$ cat src/rtl/uart_cmd_parser_if.sv
// Byte-stream and command-output bundle for uart_cmd_parser.
// The parser owns the slave modport; a UART receiver plus path planner sit on the master side.
interface uart_cmd_parser_if;
    // Handshakes: rx_msg is meaningful only in a cycle with rx_complete=1, and one byte moves per strobe.
    // cmd_valid stays high with SP/EP stable until a cycle with cmd_ack=1; the command moves in that cycle.
    // cmd_error and overrun are single-cycle event pulses that need no acknowledgement.
    logic [7:0] rx_msg;
    logic       rx_complete;
    logic       cmd_ack;
    logic [4:0] SP;
    logic [4:0] EP;
    logic       cmd_valid;
    logic       cmd_error;
    logic       overrun;
    logic       busy;

    modport slave (
        input  rx_msg, rx_complete, cmd_ack,
        output SP, EP, cmd_valid, cmd_error, overrun, busy
    );

    modport master (
        output rx_msg, rx_complete, cmd_ack,
        input  SP, EP, cmd_valid, cmd_error, overrun, busy
    );
endinterface

$ cat src/rtl/uart_cmd_parser.sv
// Parses "$TT-UU#" ASCII frames into start/end node indices and holds the command until acknowledged.
// A partial frame is dropped after TIMEOUT_CYCLES with no new byte.
module uart_cmd_parser #(
    parameter int TIMEOUT_CYCLES = 5_000_000,
    parameter int MAX_NODE       = 26
) (
    input  logic                   clk_50M,
    input  logic                   reset,
    uart_cmd_parser_if.slave       bus,
    output logic [2:0]             dbg_state_o
);
    localparam int CW = $clog2(TIMEOUT_CYCLES) + 1;
    localparam logic [CW-1:0] TMO_LAST = CW'(TIMEOUT_CYCLES - 1);
    localparam logic [6:0]    MAX_V    = 7'(MAX_NODE);

    typedef enum logic [2:0] {
        IDLE  = 3'd0,
        SP_HI = 3'd1,
        SP_LO = 3'd2,
        DASH  = 3'd3,
        EP_HI = 3'd4,
        EP_LO = 3'd5,
        TERM  = 3'd6,
        HOLD  = 3'd7
    } state_e;

    state_e        state_q, state_d;
    logic [3:0]    sp_tens_q, sp_tens_d;
    logic [3:0]    ep_tens_q, ep_tens_d;
    logic [6:0]    sp_val_q, sp_val_d;
    logic [6:0]    ep_val_q, ep_val_d;
    logic [CW-1:0] cnt_q, cnt_d;
    logic [4:0]    sp_q, sp_d;
    logic [4:0]    ep_q, ep_d;
    logic          cmd_valid_q, cmd_valid_d;
    logic          cmd_error_q, cmd_error_d;
    logic          overrun_q, overrun_d;
    logic          busy_q, busy_d;

    logic          is_dollar;
    logic          is_digit;
    logic [3:0]    digit;

    function automatic logic [6:0] node_value(input logic [3:0] tens, input logic [3:0] units);
        return ({3'b000, tens} * 7'd10) + {3'b000, units};
    endfunction

    always_ff @(posedge clk_50M) begin
        if (reset) begin
            state_q     <= IDLE;
            sp_tens_q   <= '0;
            ep_tens_q   <= '0;
            sp_val_q    <= '0;
            ep_val_q    <= '0;
            cnt_q       <= '0;
            sp_q        <= '0;
            ep_q        <= '0;
            cmd_valid_q <= 1'b0;
            cmd_error_q <= 1'b0;
            overrun_q   <= 1'b0;
            busy_q      <= 1'b0;
        end else begin
            state_q     <= state_d;
            sp_tens_q   <= sp_tens_d;
            ep_tens_q   <= ep_tens_d;
            sp_val_q    <= sp_val_d;
            ep_val_q    <= ep_val_d;
            cnt_q       <= cnt_d;
            sp_q        <= sp_d;
            ep_q        <= ep_d;
            cmd_valid_q <= cmd_valid_d;
            cmd_error_q <= cmd_error_d;
            overrun_q   <= overrun_d;
            busy_q      <= busy_d;
        end
    end

    always_comb begin
        state_d     = state_q;
        sp_tens_d   = sp_tens_q;
        ep_tens_d   = ep_tens_q;
        sp_val_d    = sp_val_q;
        ep_val_d    = ep_val_q;
        cnt_d       = cnt_q;
        sp_d        = sp_q;
        ep_d        = ep_q;
        cmd_error_d = 1'b0;
        overrun_d   = 1'b0;

        is_dollar = (bus.rx_msg == 8'h24);
        is_digit  = (bus.rx_msg >= 8'h30) && (bus.rx_msg <= 8'h39);
        digit     = bus.rx_msg[3:0];

        // Inter-byte timer: any byte restarts it; it only runs while a frame is partially received.
        if (bus.rx_complete) begin
            cnt_d = '0;
        end else if (state_q != IDLE && state_q != HOLD) begin
            cnt_d = (cnt_q == TMO_LAST) ? cnt_q : cnt_q + 1'b1;
        end

        case (state_q)
            IDLE: begin
                if (bus.rx_complete && is_dollar) begin
                    state_d = SP_HI;
                end
            end
            HOLD: begin
                if (bus.cmd_ack) begin
                    state_d = IDLE;
                end else if (bus.rx_complete) begin
                    overrun_d = 1'b1;
                end
            end
            default: begin
                if (bus.rx_complete) begin
                    if (is_dollar) begin
                        cmd_error_d = 1'b1;
                        state_d     = SP_HI;
                    end else begin
                        cmd_error_d = 1'b1;
                        state_d     = IDLE;
                        case (state_q)
                            SP_HI: if (is_digit) begin
                                cmd_error_d = 1'b0;
                                sp_tens_d   = digit;
                                state_d     = SP_LO;
                            end
                            SP_LO: if (is_digit) begin
                                cmd_error_d = 1'b0;
                                sp_val_d    = node_value(sp_tens_q, digit);
                                state_d     = DASH;
                            end
                            DASH: if (bus.rx_msg == 8'h2D) begin
                                cmd_error_d = 1'b0;
                                state_d     = EP_HI;
                            end
                            EP_HI: if (is_digit) begin
                                cmd_error_d = 1'b0;
                                ep_tens_d   = digit;
                                state_d     = EP_LO;
                            end
                            EP_LO: if (is_digit) begin
                                cmd_error_d = 1'b0;
                                ep_val_d    = node_value(ep_tens_q, digit);
                                state_d     = TERM;
                            end
                            TERM: if (bus.rx_msg == 8'h23 && sp_val_q <= MAX_V && ep_val_q <= MAX_V) begin
                                cmd_error_d = 1'b0;
                                sp_d        = sp_val_q[4:0];
                                ep_d        = ep_val_q[4:0];
                                state_d     = HOLD;
                            end
                            default: ;
                        endcase
                    end
                end else if (cnt_q == TMO_LAST) begin
                    cmd_error_d = 1'b1;
                    state_d     = IDLE;
                end
            end
        endcase

        if (state_d == IDLE) begin
            cnt_d = '0;
        end
        cmd_valid_d = (state_d == HOLD);
        busy_d      = (state_d != IDLE);
    end

    assign bus.SP        = sp_q;
    assign bus.EP        = ep_q;
    assign bus.cmd_valid = cmd_valid_q;
    assign bus.cmd_error = cmd_error_q;
    assign bus.overrun   = overrun_q;
    assign bus.busy      = busy_q;
    assign dbg_state_o   = state_q;
endmodule

$ cat src/flat_wrapper.sv
// flat-port wrapper written by rule: the top's interface ports become plain ports
module uart_cmd_parser_flat 
#(
    parameter int TIMEOUT_CYCLES = 5_000_000,
    parameter int MAX_NODE       = 26
)
  (clk_50M, reset, dbg_state_o, bus_rx_msg, bus_rx_complete, bus_cmd_ack, bus_SP, bus_EP, bus_cmd_valid, bus_cmd_error, bus_overrun, bus_busy);
  uart_cmd_parser_if bus_i ();
  input  logic clk_50M;
  input  logic reset;
  output logic [2:0] dbg_state_o;
  input wire logic [$bits(bus_i.rx_msg)-1:0] bus_rx_msg;
  input wire logic [$bits(bus_i.rx_complete)-1:0] bus_rx_complete;
  input wire logic [$bits(bus_i.cmd_ack)-1:0] bus_cmd_ack;
  output wire logic [$bits(bus_i.SP)-1:0] bus_SP;
  output wire logic [$bits(bus_i.EP)-1:0] bus_EP;
  output wire logic [$bits(bus_i.cmd_valid)-1:0] bus_cmd_valid;
  output wire logic [$bits(bus_i.cmd_error)-1:0] bus_cmd_error;
  output wire logic [$bits(bus_i.overrun)-1:0] bus_overrun;
  output wire logic [$bits(bus_i.busy)-1:0] bus_busy;
  assign bus_i.rx_msg = bus_rx_msg;
  assign bus_i.rx_complete = bus_rx_complete;
  assign bus_i.cmd_ack = bus_cmd_ack;
  assign bus_SP = bus_i.SP;
  assign bus_EP = bus_i.EP;
  assign bus_cmd_valid = bus_i.cmd_valid;
  assign bus_cmd_error = bus_i.cmd_error;
  assign bus_overrun = bus_i.overrun;
  assign bus_busy = bus_i.busy;
  uart_cmd_parser #(.TIMEOUT_CYCLES(TIMEOUT_CYCLES), .MAX_NODE(MAX_NODE)) u_core (.clk_50M(clk_50M), .reset(reset), .bus(bus_i), .dbg_state_o(dbg_state_o));
endmodule
$ cat config.mk
export PLATFORM = sky130hd
export DESIGN_NAME = uart_cmd_parser_flat
export DESIGN_NICKNAME = d
export VERILOG_FILES = /design/src/rtl/uart_cmd_parser_if.sv /design/src/rtl/uart_cmd_parser.sv /design/src/flat_wrapper.sv
export SDC_FILE = /design/constraint.sdc
export NUM_CORES = 1
export LEC_CHECK = 0
export BUFFER_PORTS_ARGS = -buffer_cell sky130_fd_sc_hd__clkbuf_2
export CAP_MARGIN = 40
export CORE_MARGIN = 8
export CORE_UTILIZATION = 40
export DETAILED_ROUTE_END_ITERATION = 7
export SLEW_MARGIN = 15
export SYNTH_ARGS = -nofsm -noshare
export SYNTH_HDL_FRONTEND = slang
export SYNTH_SLANG_ARGS = --single-unit
$ cat constraint.sdc
create_clock -name clk_50M -period 3.2 [get_ports clk_50M]
set_input_delay 0.64 -clock clk_50M [delete_from_list [all_inputs] [get_ports clk_50M]]
set_output_delay 0.64 -clock clk_50M [all_outputs]
set_load 0.01 [all_outputs]
# Word-level counts from Yosys, hierarchy flattened
# Index checks and enable logic that the tools add are counted.
[totals]
register_bits = 63
inputBits = 12
out_inout_bits = 17
elab_cells = 79
[classes]
n_addsub = 3
mul = 2
magnitude_cmp = 4
n_eq_ne = 13
n_mux = 21
n_bitwise = 4
reduce_logical = 20
[ops]
columns = ["operator", "count"]
rows = [
  ["$mux 3", 9],
  ["$reduce_and 5->1", 5],
  ["$add 24x1->24 const B", 1],
  ["$eq 24x23->1 const B", 1],
  ["$eq 8x6->1 const B", 3],
  ["$pmux 3 s6", 1],
  ["$eq 3x3->1 const B", 5],
  ["$add 7x4->7", 2],
  ["$le 7x5->1 const B", 2],
  ["$mul 4x3->6 const B", 2],
  ["$reduce_or 3->1", 3],
  ["$ge 8x6->1 const B", 1],
  ["$le 8x6->1 const B", 1],
  ["$mux 1", 7],
  ["$eq 3x2->1 const B", 2],
  ["$logic_not 3->1", 2],
  ["$pmux 3 s2", 1],
  ["$reduce_bool 3->1", 2],
  ["$logic_and 1x1->1", 5],
  ["$mux 2", 2],
  ["$not 1->1", 4],
  ["$reduce_or 4->1", 1],
  ["$eq 3x1->1 const B", 1],
  ["$ne 3x3->1 const B", 1],
  ["3 further kinds", 3],
]

# Logic depth before layout (Yosys ltp)
[depth]
depth_word = 10
mapped_depth = 10
mapped_depth_nobuf = 9

# Worst setup path before layout
# No wires, ideal clock.
[synth_timing]
path_kind = "input -> register"
from = "in bus_rx_msg[7]"
to = "reg u_core.busy_q (netlist: u_core.bus.busy)"
setup_ns = 0.132
t_arrival_ns = 2.305
required_time_ns = 3.068
path_slack_ns = 0.764
cell_stages = 7
path_buffers = 2
path_cell_list = "or3b_1 > o41a_1 > and2_1 > a21oi_4 > buf_4 > buf_2 > a21oi_1"
[synth_via]
elab_chain_cells = 9
elab_cells_between_ends = 21
classes_between = "order compare: 2; eq/ne: 3; mux: 11; reduce/logical: 5"
[synth_lines]
columns = ["item", "line", "text"]
rows = [
  ["from (decl)", "flat_wrapper.sv:12", "input wire logic [$bits(bus_i.rx_msg)-1:0] bus_rx_msg;"],
  ["branches (longest 7 deep; another with $ge 8x6->1)", "--", ""],
  ["$pmux 3 s2 (*)", "uart_cmd_parser.sv:101", "case (state_q)"],
  ["$reduce_bool 3->1 (*)", "uart_cmd_parser.sv:167", "busy_d = (state_d != IDLE);"],
  ["to (signal assigned)", "uart_cmd_parser.sv:74", "busy_q <= busy_d;"],
  ["to (decl)", "uart_cmd_parser.sv:38", "logic busy_q, busy_d;"],
]
# Every way passes the cells marked *.
# A chain may end at the register's enable or synchronous reset.

# Final worst setup path
[layout_timing]
from = "reg u_core.state_q[2] (netlist: u_core.dbg_state_o[2])"
to = "reg u_core.cnt_q[3]"
[layout_via]
elab_chain_cells = 7
elab_cells_between_ends = 21
classes_between = "eq/ne: 8; mux: 7; reduce/logical: 6"
[layout_lines]
columns = ["item", "line", "text"]
rows = [
  ["from (decl)", "uart_cmd_parser.sv:27", "state_e state_q, state_d;"],
  ["from (signal assigned)", "uart_cmd_parser.sv:63", "state_q <= state_d;"],
  ["$eq 3x3->1, or another cell as far along", "uart_cmd_parser.sv:122", "case (state_q)"],
  ["$pmux 3 s6", "uart_cmd_parser.sv:122", ""],
  ["$mux 3", "uart_cmd_parser.sv:116", "if (is_dollar) begin"],
  ["$mux 3", "uart_cmd_parser.sv:115", "if (bus.rx_complete) begin"],
  ["$pmux 3 s2", "uart_cmd_parser.sv:101", ""],
  ["$logic_not 3->1", "uart_cmd_parser.sv:163", "if (state_d == IDLE) begin"],
  ["$reduce_or 3->1 (no line)", "--", ""],
  ["to (signal assigned)", "uart_cmd_parser.sv:68", "cnt_q <= cnt_d;"],
  ["to (decl)", "uart_cmd_parser.sv:32", "logic [CW-1:0] cnt_q, cnt_d;"],
]
# Parallel ways exist; a longest one is shown, timed or not.

==> impl_metrics.toml <==
[timing]
clock_skew_ns = 0.005455
slew_headroom = 0.5833
period_share = 0.8140
hold_slack_ns = 0.4980
finalSetupTns_ns = 0
layout_min_cycle_time_ns = 2.605
hold_viol_final = 0
fmax_mhz = 383.9
drv_slew = 0
rsz0062_at_grt = "false"
tightest_slew_ns = 0.6235
setup_viol = 0

[finish]
fill_cells = 839
nets = 440
areaGrowthSynthToFinish_pct = 13.49
diodes = 0
layout-drive-gt1-share = 0.1563

[global_routing]
grt_overflow = 0
grt_max_degree = 33
grt.total_usage = 0.1407
first_global_vias = 2737
antenna_found_initial = 0
grt_pass1_wl_um = 13310

[clock_tree]
ctsHoldBuffers = 0
cts_tree = "yes"
clock_sinks = 63
clk_latency_ns = 0.34
postCtsSetupRepairBufs = 0
cts_resized = 0
cts-root-buf = "clkbuf_8"
cts-buffers-inserted = 9
cts.htree.levels = 3
path_clk_slew_ns = 0.07
clockBufferDepth = 2

[synthesis]
synth_cells = 382
synth_most_common_cell = "dfxtp_1"
synth_edf_count = 0
yosysTopAreaCell = "dfxtp_1"
synth_nets = 411
avgSynthCellArea_um2 = 9.007
synth.distinct_cells = 57
synthFlopType = "dfxtp_1"
synthTopCellsByArea = "dfxtp_1, mux2i_1, xnor2_1"
synth_top_area_frac = 0.3665
ys_top_cells_by_count = "dfxtp_1, nor2_1, nand2_1"
synth_area_um2 = 3441
synth_seq_cells = 63
synth_async_sr_flop_share = 0
ys_seq_area_frac = 0.3665
ys.warnings.count = 0

[setup_path]
path_max_fanout = 25
required_ns = 3.41
worstSetupPathType = "reg -> reg"
crit_path_end_kind = "register"
worstPathArrival_ns = 2.81
crit_path_start_kind = "register"
r2r_cells = 7

[floorplan]
pin_count = 29
rows = 34
initial_core_util = 0.4024
coreArea_um2 = 8551
die_width_um = 108.7
die_height_um = 108.7
dieArea_um2 = 11830

[run_status]
outcome = "complete, no violations"

[placement]
dp_hpwl_um = 5615
io_buffers = 28
gp_congestion = 0.8083

[route]
ant_nets = 0
first_pass_iters = 4
avgViaCountPerCell = 5.477
vias = 2870
drc = 0
wl_um = 7751
wl_per_cell_um = 14.79
drt-initial-drc-count = 146

[power]
post-layout-total-power_mw = 1.609
cellPowerDensity_nw_per_um2 = 412.1
p_leak_nw = 1.363
peakVddDrop_v = 0.0001814

[min_path]
hp-class = "reg -> reg"
hold_path_depth = 2

[run]
drv_cap = 0
cell usage in the layout, fill, tap and decap left out, drive strengths merged, types with 4 or more instances in the layout:
cell type	netlist	final
dfxtp	63	63
nor2	53	53
clkbuf	11	41
nand2	30	30
a21oi	30	30
xnor2	27	27
mux2i	26	26
ha	13	13
nand4	12	12
nand3	12	12
buf	9	10
inv	9	9
nor3	9	9
a2111oi	9	9
nor3b	6	6
and2	5	5
o21ai	5	5
and3	4	4
xor2	4	4
fa	4	4
nor4	4	4
kinds of logic (layout without fill, tap and decap cells):
family	Yosys count	after routing	synth area share
simple gates	152	152	0.2276
compound gates	64	64	0.1389
flops	63	63	0.3665
mux	26	26	0.07564
fa+ha+maj	17	17	0.07055
xor+xnor	31	31	0.07891
buf+inv	29	63	0.04182
routing by layer:
| metal | wire length [um] | up-vias | share of wire | GRT usage |
|---|---|---|---|---|
| met4 | 86 | 0 | 0.011 | 0.04594 |
| met5 | 0 | - | 0 | 0 |
| li1 | - | 1428 | - | - |
| met1 | 3806 | 1369 | 0.49 | 0.1930 |
| met2 | 3402 | 64 | 0.44 | 0.2044 |
| met3 | 455 | 9 | 0.059 | 0.04374 |
path summary, 6_finish.rpt:
kind,from,to,slack [ns]
max,u_core.dbg_state_o[2],u_core.cnt_q[3],0.60
min,u_core.bus.SP[4],u_core.bus.SP[4],0.50
max reg2reg,u_core.dbg_state_o[2],u_core.cnt_q[3],0.60
min reg2reg,u_core.bus.SP[4],u_core.bus.SP[4],0.50
worst max-delay path: stages, from the launching register on:
cell and delay (ns):
dfxtp_1 0.56, nand2_1 0.12, or2_2 0.32, nor4_2 0.43, and2_1 0.31, nor3b_4 0.06, buf_4 0.23, a2111oi_0 0.44
through the flow:
step	std cells	util	worst slack [ns]	cell area, um2
6_report	524	0.4567	0.5951	3905
5_1_grt	524	0.4567	0.3919	3905
4_1_cts	524	0.4567	0.6082	3905
3_5_place_dp	508	0.4305	0.3504	3681
3_3_place_gp	508	0.4305	0.3825	3681
2_1_floorplan	382	-	0.7638	3441
registers in the layout (all words and copies together), names as in the netlist:
| name | flops |
|---|---|
| u_core.bus.EP | 5 |
| u_core.bus.SP | 5 |
| u_core.bus.busy | 1 |
| u_core.bus.cmd_error | 1 |
| u_core.bus.cmd_valid | 1 |
| u_core.bus.overrun | 1 |
| u_core.cnt_q | 24 |
| u_core.dbg_state_o | 3 |
| u_core.ep_tens_q | 4 |
| u_core.ep_val_q | 7 |
| u_core.sp_tens_q | 4 |
| u_core.sp_val_q | 7 |
power breakdown:
part           internal [mW]  switching [mW]
clock network          0.481           0.295
registers              0.784       0.0000547
logic                 0.0152          0.0341
final cells by class:
cell class,count,area [um2],share of cell area
Clock buffer,13,158.9,0.04069
Clock inverter,3,65.06,0.01666
Inverter,9,33.78,0.008651
Multi-Input combinational cell,290,2036,0.5213
Sequential cell,63,1261,0.3230
Tap cell,108,135.1,0.03460
Timing Repair Buffer,38,215.2,0.05511
(Power assumes the default switching activity.)
